[src/rtl/msg_tx_sequencer.sv]
// msg_tx_sequencer
//   Streams one NUL-terminated message out of a string ROM into a byte-wide
//   transmitter (e.g. UART TX) over a valid/ready handshake. The ROM holds
//   2**SEL_W messages, each in a fixed MSG_STRIDE-byte slot at sel*MSG_STRIDE.
//   A message ends at the first 0x00 byte or at the end of its slot.
//
//   Optional feature macro: MSG_AUTOREPEAT_EN
//     defined   -> after completion with i_repeat=1, wait GAP_CYCLES idle cycles
//                  and replay the same message.
//     undefined -> completion always returns to idle; i_repeat is unused.
//
// Ports
//   i_clock, i_reset_n   clock (posedge) and asynchronous active-low reset
//   i_start, i_msg_sel   start request (idle only) and message index
//   i_abort              drop the current message, back to idle next cycle
//   i_repeat             auto-repeat enable (MSG_AUTOREPEAT_EN only)
//   o_rom_addr           ROM read address (synchronous ROM, 1-cycle latency)
//   i_rom_data           ROM read data
//   o_tx_valid/o_tx_data/i_tx_ready   byte handshake towards the transmitter
//   o_busy               high whenever not idle
//   o_done               one-cycle pulse on normal completion
//   o_count              bytes accepted in the current/last message
module msg_tx_sequencer #(
  parameter int unsigned ADDR_W     = 7,
  parameter int unsigned SEL_W      = 2,
  parameter int unsigned MSG_STRIDE = 16,
  parameter int unsigned GAP_CYCLES = 1000
) (
  input  logic              i_clock,
  input  logic              i_reset_n,
  input  logic              i_start,
  input  logic [SEL_W-1:0]  i_msg_sel,
  input  logic              i_abort,
  input  logic              i_repeat,
  output logic [ADDR_W-1:0] o_rom_addr,
  input  logic [7:0]        i_rom_data,
  output logic              o_tx_valid,
  output logic [7:0]        o_tx_data,
  input  logic              i_tx_ready,
  output logic              o_busy,
  output logic              o_done,
  output logic [7:0]        o_count
);

  // One extra bit so the offset can reach MSG_STRIDE itself (slot exhausted).
  localparam int unsigned OffW = $clog2(MSG_STRIDE) + 1;

  localparam logic [2:0] StIdle = 3'd0;
  localparam logic [2:0] StAddr = 3'd1;
  localparam logic [2:0] StData = 3'd2;
  localparam logic [2:0] StSend = 3'd3;
  localparam logic [2:0] StDone = 3'd4;
`ifdef MSG_AUTOREPEAT_EN
  localparam logic [2:0] StGap  = 3'd5;
  localparam int unsigned GapW  = $clog2(GAP_CYCLES + 1);
`endif

  logic [2:0]        state_q, state_d;
  logic [SEL_W-1:0]  sel_q, sel_d;
  logic [OffW-1:0]   offset_q, offset_d;
  logic [ADDR_W-1:0] rom_addr_q, rom_addr_d;
  logic              tx_valid_q, tx_valid_d;
  logic [7:0]        tx_data_q, tx_data_d;
  logic [7:0]        count_q, count_d;
`ifdef MSG_AUTOREPEAT_EN
  logic [GapW-1:0]   gap_cnt_q, gap_cnt_d;
`else
  logic unused_cfg;
  assign unused_cfg = i_repeat ^ (GAP_CYCLES == 0);
`endif

  logic [ADDR_W-1:0] base_addr;
  logic [OffW-1:0]   offset_inc;

  function automatic logic [ADDR_W-1:0] slot_base(input logic [SEL_W-1:0] sel);
    return ADDR_W'(sel) * ADDR_W'(MSG_STRIDE);
  endfunction

  assign base_addr  = slot_base(sel_q);
  assign offset_inc = offset_q + OffW'(1);

  always_comb begin
    state_d    = state_q;
    sel_d      = sel_q;
    offset_d   = offset_q;
    rom_addr_d = rom_addr_q;
    tx_valid_d = tx_valid_q;
    tx_data_d  = tx_data_q;
    count_d    = count_q;
`ifdef MSG_AUTOREPEAT_EN
    gap_cnt_d  = gap_cnt_q;
`endif

    case (state_q)
      StIdle: begin
        if (i_start) begin
          sel_d      = i_msg_sel;
          offset_d   = '0;
          count_d    = '0;
          rom_addr_d = slot_base(i_msg_sel);
          state_d    = StAddr;
        end
      end
      StAddr: state_d = StData;
      StData: begin
        if (i_rom_data == 8'h00) begin
          state_d = StDone;
        end else begin
          tx_data_d  = i_rom_data;
          tx_valid_d = 1'b1;
          state_d    = StSend;
        end
      end
      StSend: begin
        if (i_tx_ready) begin
          tx_valid_d = 1'b0;
          count_d    = count_q + 8'd1;
          offset_d   = offset_inc;
          if (offset_inc == OffW'(MSG_STRIDE)) begin
            state_d = StDone;
          end else begin
            rom_addr_d = base_addr + ADDR_W'(offset_inc);
            state_d    = StAddr;
          end
        end
      end
      StDone: begin
        state_d = StIdle;
`ifdef MSG_AUTOREPEAT_EN
        if (i_repeat) begin
          state_d   = StGap;
          gap_cnt_d = '0;
        end
`endif
      end
`ifdef MSG_AUTOREPEAT_EN
      StGap: begin
        if (!i_repeat) begin
          state_d = StIdle;
        end else if (gap_cnt_q == GapW'(GAP_CYCLES - 1)) begin
          offset_d   = '0;
          count_d    = '0;
          rom_addr_d = base_addr;
          state_d    = StAddr;
        end else begin
          gap_cnt_d = gap_cnt_q + GapW'(1);
        end
      end
`endif
      default: state_d = StIdle;
    endcase

    // Abort wins over everything except a coincident accept, whose count stays.
    if (i_abort && (state_q != StIdle)) begin
      state_d    = StIdle;
      tx_valid_d = 1'b0;
    end
  end

  always_ff @(posedge i_clock or negedge i_reset_n) begin
    if (!i_reset_n) begin
      state_q    <= StIdle;
      sel_q      <= '0;
      offset_q   <= '0;
      rom_addr_q <= '0;
      tx_valid_q <= 1'b0;
      tx_data_q  <= '0;
      count_q    <= '0;
`ifdef MSG_AUTOREPEAT_EN
      gap_cnt_q  <= '0;
`endif
    end else begin
      state_q    <= state_d;
      sel_q      <= sel_d;
      offset_q   <= offset_d;
      rom_addr_q <= rom_addr_d;
      tx_valid_q <= tx_valid_d;
      tx_data_q  <= tx_data_d;
      count_q    <= count_d;
`ifdef MSG_AUTOREPEAT_EN
      gap_cnt_q  <= gap_cnt_d;
`endif
    end
  end

  assign o_rom_addr = rom_addr_q;
  assign o_tx_valid = tx_valid_q;
  assign o_tx_data  = tx_data_q;
  assign o_count    = count_q;
  assign o_busy     = (state_q != StIdle);
  assign o_done     = (state_q == StDone);

endmodule

[config.mk]
export PLATFORM = sky130hd
export DESIGN_NAME = msg_tx_sequencer
export DESIGN_NICKNAME = d
export VERILOG_FILES = /design/src/rtl/msg_tx_sequencer.sv
export SDC_FILE = /design/constraint.sdc
export NUM_CORES = 1
export LEC_CHECK = 0
export ABC_AREA = 0
export CAP_MARGIN = 20
export CORE_UTILIZATION = 48
export DETAILED_ROUTE_END_ITERATION = 12
export PLACE_DENSITY = 0.75
export SYNTH_ARGS = -nofsm -noshare
export SYNTH_HDL_FRONTEND = slang
export SYNTH_SLANG_ARGS = --single-unit
[constraint.sdc]
create_clock -name i_clock -period 2.3 [get_ports i_clock]
set_input_delay 0.46 -clock i_clock [delete_from_list [all_inputs] [get_ports i_clock]]
set_output_delay 0.46 -clock i_clock [all_outputs]
set_load 0.1 [all_outputs]
== After elaboration in Yosys (flattened, before gate mapping) ==
Cells that the tools add are included.
Widths: inputs -> output; s select.

* Register bits: 34
* Bits of input ports: 16
* Logic and storage cells: 54

* $add $sub $neg: 3
* Equality and inequality tests: 11
* Muxes and demuxes: 20
* Bitwise gates (word level): 1
* Reductions and logical operators: 12

{| class="wikitable"
|+ Operator list
! cell !! number
|-
| $mux 7 || 3
|-
| $mux 8 || 2
|-
| $pmux 8 s2 || 1
|-
| $mux 3 || 5
|-
| $pmux 7 s2 || 1
|-
| $pmux 3 s4 || 1
|-
| $mux 5 || 2
|-
| $pmux 5 s2 || 1
|-
| $ne 3x3->1 const B || 3
|-
| $add 8x1->8 const B || 1
|-
| $logic_not 8->1 || 1
|-
| $add 6x5->7 || 1
|-
| $eq 3x2->1 const B || 2
|-
| $ne 2x2->1 const B || 3
|-
| $reduce_and 2->1 || 3
|-
| $reduce_and 3->1 || 2
|-
| $reduce_bool 3->1 || 2
|-
| $add 5x1->5 const B || 1
|-
| $eq 5x5->1 const B || 1
|-
| $reduce_and 4->1 || 1
|-
| $eq 3x1->1 const B || 1
|-
| $eq 3x3->1 const B || 1
|-
| $logic_not 3->1 || 1
|-
| $mux 1 || 3
|-
| 4 further kinds || 4
|}

== Longest topological paths before layout ==
Gate-level depths: netlist of run 1.

* Depth after elaboration: 6
* Depth in mapped cells: 7

== Least setup slack after synthesis of run 1 ==
No wires, ideal clock.

* Path kind: reg2out
* From: reg state_q[2]
* To: out o_done
* Data arrival time: 2.802 ns
* Data required time: 1.840 ns
* Setup slack: -0.962 ns
* Cell stages (with the launch flop): 3
* Path buffers: 1
* Path through: dfrtp_1 -> clkbuf_1 -> nor3b_1

* Longest elaborated chain between the ends: 1

{| class="wikitable"
|+ Ends and longest elaborated chain
! item !! line !! source
|-
| from (decl) || 58 || <nowiki>logic [2:0] state_q, state_d;</nowiki>
|-
| from (signal assigned) || 162 || <nowiki>state_q <= StIdle;</nowiki>
|-
| from (signal assigned) || 173 || <nowiki>state_q <= state_d;</nowiki>
|-
| $eq 3x3->1 || 191 || <nowiki>assign o_done = (state_q == StDone);</nowiki>
|-
| to (decl) || 41 || <nowiki>output logic o_done,</nowiki>
|}

Every way passes these cells.

== Final worst setup path of run 1 ==
* From: reg state_q[0]
* To: out o_busy

* Longest elaborated chain between the ends: 1

{| class="wikitable"
|+ Ends and longest elaborated chain
! item !! line !! source
|-
| $reduce_bool 3->1 || 190 || <nowiki>assign o_busy = (state_q != StIdle);</nowiki>
|-
| to (decl) || 40 || <nowiki>output logic o_busy,</nowiki>
|}

Every way passes these cells.

==> results of run 1 <==
sequential cells by signal, summed over array words and instances, names as in the netlist:
signal and cells:
o_tx_data 8, sel_q 2, o_count 8, state_q 3, o_rom_addr 7, offset_q 5
o_tx_valid 1
metrics by stage:
step	setup slack (ns)	std cells	hold WS, ns	utilization
after global placement	0.1033	245	0.4666	0.6367
final	0.1815	253	0.5009	0.6547
after global routing	0.01422	253	0.5340	0.6547
after floorplan	0.01962	159	0.1644	-
after detailed placement	0.02210	245	0.4822	0.6367
after CTS	0.1685	253	0.5057	0.6547
worst min-delay path by stage:
stage | startpoint | end | slack [ns] | depth (start not counted)
floorplan | i_reset_n | o_count[0] | 0.16 | 0
global placement | sel_q[1] | sel_q[1] | 0.47 | 2
detailed placement | sel_q[0] | sel_q[0] | 0.48 | 2
CTS | sel_q[0] | sel_q[0] | 0.51 | 2
global route | o_tx_data[6] | o_tx_data[6] | 0.53 | 1
finish | i_reset_n | o_count[2] | 0.50 | 2
cells in the final DEF (no fill, tap or decap), types with 2 or more instances in the layout:
master,netlist,layout
ha_1,5,5
xor2_1,4,4
clkdlybuf4s50_1,0,14
mux2_2,10,10
nor4_1,3,3
nand4_1,2,2
xnor2_1,4,4
mux2_4,2,2
nand2_1,24,24
a21oi_1,7,7
nand3_1,7,7
o21ai_0,12,12
nor2b_1,2,2
buf_4,0,30
and3_1,3,3
dfrtp_1,34,34
nor3_1,2,2
buf_12,0,2
inv_1,4,4
nor2_1,9,9
clkbuf_4,0,5
layer usage:
metal  part of all wire  GRT usage
met1               0.43     0.2702
met2               0.51     0.3665
met3              0.047    0.06303
met4              0.016    0.06818
met5                  0          0
Yosys cell counts, drive strengths merged, types with 2 or more instances:
cell type	count	area share
nand3	8	0.027
nor3	2	0.0059
nand4	2	0.0074
and3	3	0.011
nor2	10	0.027
a21oi	7	0.021
o21ai	12	0.036
ha	5	0.037
buf	4	0.012
dfrtp	34	0.50
nand2	24	0.053
nor4	3	0.011
clkbuf	2	0.0052
xnor2	5	0.030
mux2	12	0.085
xor2	4	0.021
nor2b	2	0.0074
inv	4	0.0089
power by group through the flow:
stage / combinational [W] / sequential, W / clock, W
finish: 0.00182 / 0.000904 / 0.000348
global route: 0.00190 / 0.000928 / 0.000382
CTS: 0.00183 / 0.000905 / 0.000353
detailed placement: 0.00182 / 0.000917 / 0
global placement: 0.00180 / 0.000901 / 0
floorplan: 0.000508 / 0.00179 / 0
cell families after synthesis:
kind of cell             count (synthesis)
XOR/XNOR                                 9
multiplexers                            13
adder cells (fa/ha/maj)                  5
flip-flops                              34
AO/OA/AOI/OAI                           29
buffers and inverters                   10
AND/OR/NAND/NOR                         59
final cells by class:
| type | instances | area share |
|---|---|---|
| Timing Repair Buffer | 46 | 0.1856 |
| Clock inverter | 1 | 0.002291 |
| Clock buffer | 7 | 0.02520 |
| Sequential cell | 34 | 0.3895 |
| Tap cell | 46 | 0.02635 |
| Inverter | 4 | 0.006873 |
| Multi-Input combinational cell | 115 | 0.3643 |
==> implementation parameters, run 1 <==
Parameter                              Value

Setup path
  Register-to-Register Path Depth    7
  Worst Path Buf+Inv    2
  Kind of start point of the critical path    register
  End point of the critical path    o_busy
  Launch point of the worst reg-to-reg path    offset_q[1]
  CP startpoint    state_q[0]
  Worst reg2reg setup slack    approximately 0.18 ns
  Data arrival at the endpoint of the critical path    1.66 ns
  WS Path Type    reg -> out
  Crit. End Element    output port
  Worst stage delay on the critical path    0.54 ns
  Cell type of the slowest stage on the worst timing path    dfrtp_1
  Worst flop-to-flop path endpoint    o_rom_addr[5]
  Path length in cells of the critical path    3
  Worst-path cell chain    nor3_1, inv_1, buf_12
  Top Family by Delay on Critical Path    flip-flops
  Worst EP required    1.84 ns
  Worst-path maximum fanout    12

Floorplan
  Top Ports    42
  Floorplan die area    3752 um^2
  Area of the core region    between 3000 and 4000 um^2
  Row cnt    21
  Width of the die    61.26 um
  Starting density of the core    0.5051
  Die Y-Extent    61.26 um

Run
  Maxcap violations    0

Cells and area
  Storage element area    between 800 and 900 um^2
  Number of antenna repair diodes    0
  Fillers    278
  Share of layout cells above drive strength 1    0.2754
  Area of the multi-input gates    795.8 um^2
  Layout overhead on the synthesized area    29.62%
  Net count reported at finish    roughly 230
  Post-route cell area    2185 um^2

Route
  Drt total wl    about 3700 um
  Post-route DRC violation count    0
  Routed wire per std cell    14.77 um
  Via count of the routed design    approximately 1400
  Post-detailed-route via-to-cell ratio    5.403
  Number of optimization iterations in the first detailed-route pass    4
  Number of DRC markers after the initial detailed-route iteration    90
  Post-route ant nets    0

Power and ir drop
  Internal power    0.001373 W
  Maximum vdd ir drop    between 1 and 1.5 mV
  Combinational share of power    0.593
  Power per cell area    1408 nW/um^2
  Post-layout total power    0.003076 W
  Part of the power in registers    0.294
  Share of power burned in the clock network    0.113
  Leakage power total    1.015 nW
  Switching power summed over all nets    roughly 0.0017 W
  Proportion of total power due to net switching    0.5538

Clock network
  Clock latency on the worst-skew pair    around 0.35 ns
  Reg clk slew, reported paths    0.11 ns
  Sinks on the clock net    34
  Hold_buf cts    0
  # H-tree levels    2
  Clock root buffer    clkbuf_4
  Post-CTS setup buffers    0
  Number of clock buffers inserted by TritonCTS    5
  Clk buf depth    2
  # resized after CTS    0
  CTS tree    done

Logic synthesis
  Share of synthesized cell area in full adder, half adder and majority cells    0.03712
  FFs w/ async S/R, synth    1.000
  Predominant post-synthesis flop cell    dfrtp_1
  Post-synth design cell area    1685 um^2
  Xor and xnor area share after synthesis    0.05122
  Share of cell area taken by muxes after synthesis    0.09057
  Post-synthesis sequential area ratio    0.5048
  Largest family of logic cells by synthesized area    simple AND/OR/NAND/NOR gates
  Simple-gate share of the synthesized area    0.1715
  Synthesized flop and latch total    34
  Number of warnings printed during yosys synthesis    0
  Number of synthesized flops with an enable pin    0
  Net count after synthesis    180
  Gate Count Post-Synth    159
  Synthesized-area fraction occupied by ao, oa, aoi and oai cells    0.1188
  Mean instance size in the synthesized netlist    between 10 and 15 um^2
  Number of distinct library cells after synthesis    39

STA
  Final setup vio count    0
  Pins Over Slew Limit    0
  Sum of negative setup slack    0 ns
  Final Hold Violating Endpoints    0
  Achievable clock frequency    0.4720 GHz
  RSZ-0062 raised after global routing    false
  Transition time of the tightest slew-check pin    0.6078 ns
  Post-route minimum period    2.118 ns
  Share of the clock period used by the worst path    0.9211
  Max-slew headroom at the worst pin    0.5896
  Setup Skew    0.01274 ns

Hold path
  Hold crit path type    in -> async

GRT
  Antenna violations before repair    0
  Aggregate global-route resource usage    0.2177
  Largest net degree at the start of global routing    35
  Global-route wire length before repair    between 5000 and 6000 um
  Residual overflow from global routing    0
  Via count of the first global-routing pass    1281

Place
  Port buffer count    40
  Gp weighted congestion    approximately 0.77
  Dpl hpwl    2758 um
  Placed Instance Area    2125 um^2

Run status
  Run status    finished clean
(Power assumes the default switching activity.)
==> inputs of run 2 (changes only) <==
--- a/config.mk
+++ b/config.mk
@@ -9,6 +9,7 @@
 export CAP_MARGIN = 20
 export CORE_UTILIZATION = 48
 export DETAILED_ROUTE_END_ITERATION = 12
+export HOLD_SLACK_MARGIN = 0.1
 export PLACE_DENSITY = 0.75
 export SYNTH_ARGS = -nofsm -noshare
 export SYNTH_HDL_FRONTEND = slang
==> results of run 2 <==
Same layout as run 1: the final DEF is identical, and so are final timing and power.
==> inputs of run 3 (changes only) <==
--- a/config.mk
+++ b/config.mk
@@ -9,6 +9,7 @@
 export CAP_MARGIN = 20
 export CORE_UTILIZATION = 48
 export DETAILED_ROUTE_END_ITERATION = 12
+export GPL_ROUTABILITY_DRIVEN = 0
 export HOLD_SLACK_MARGIN = 0.1
 export PLACE_DENSITY = 0.75
 export SYNTH_ARGS = -nofsm -noshare
==> results of run 3 <==
Same layout as run 1: the final DEF is identical, and so are final timing and power.
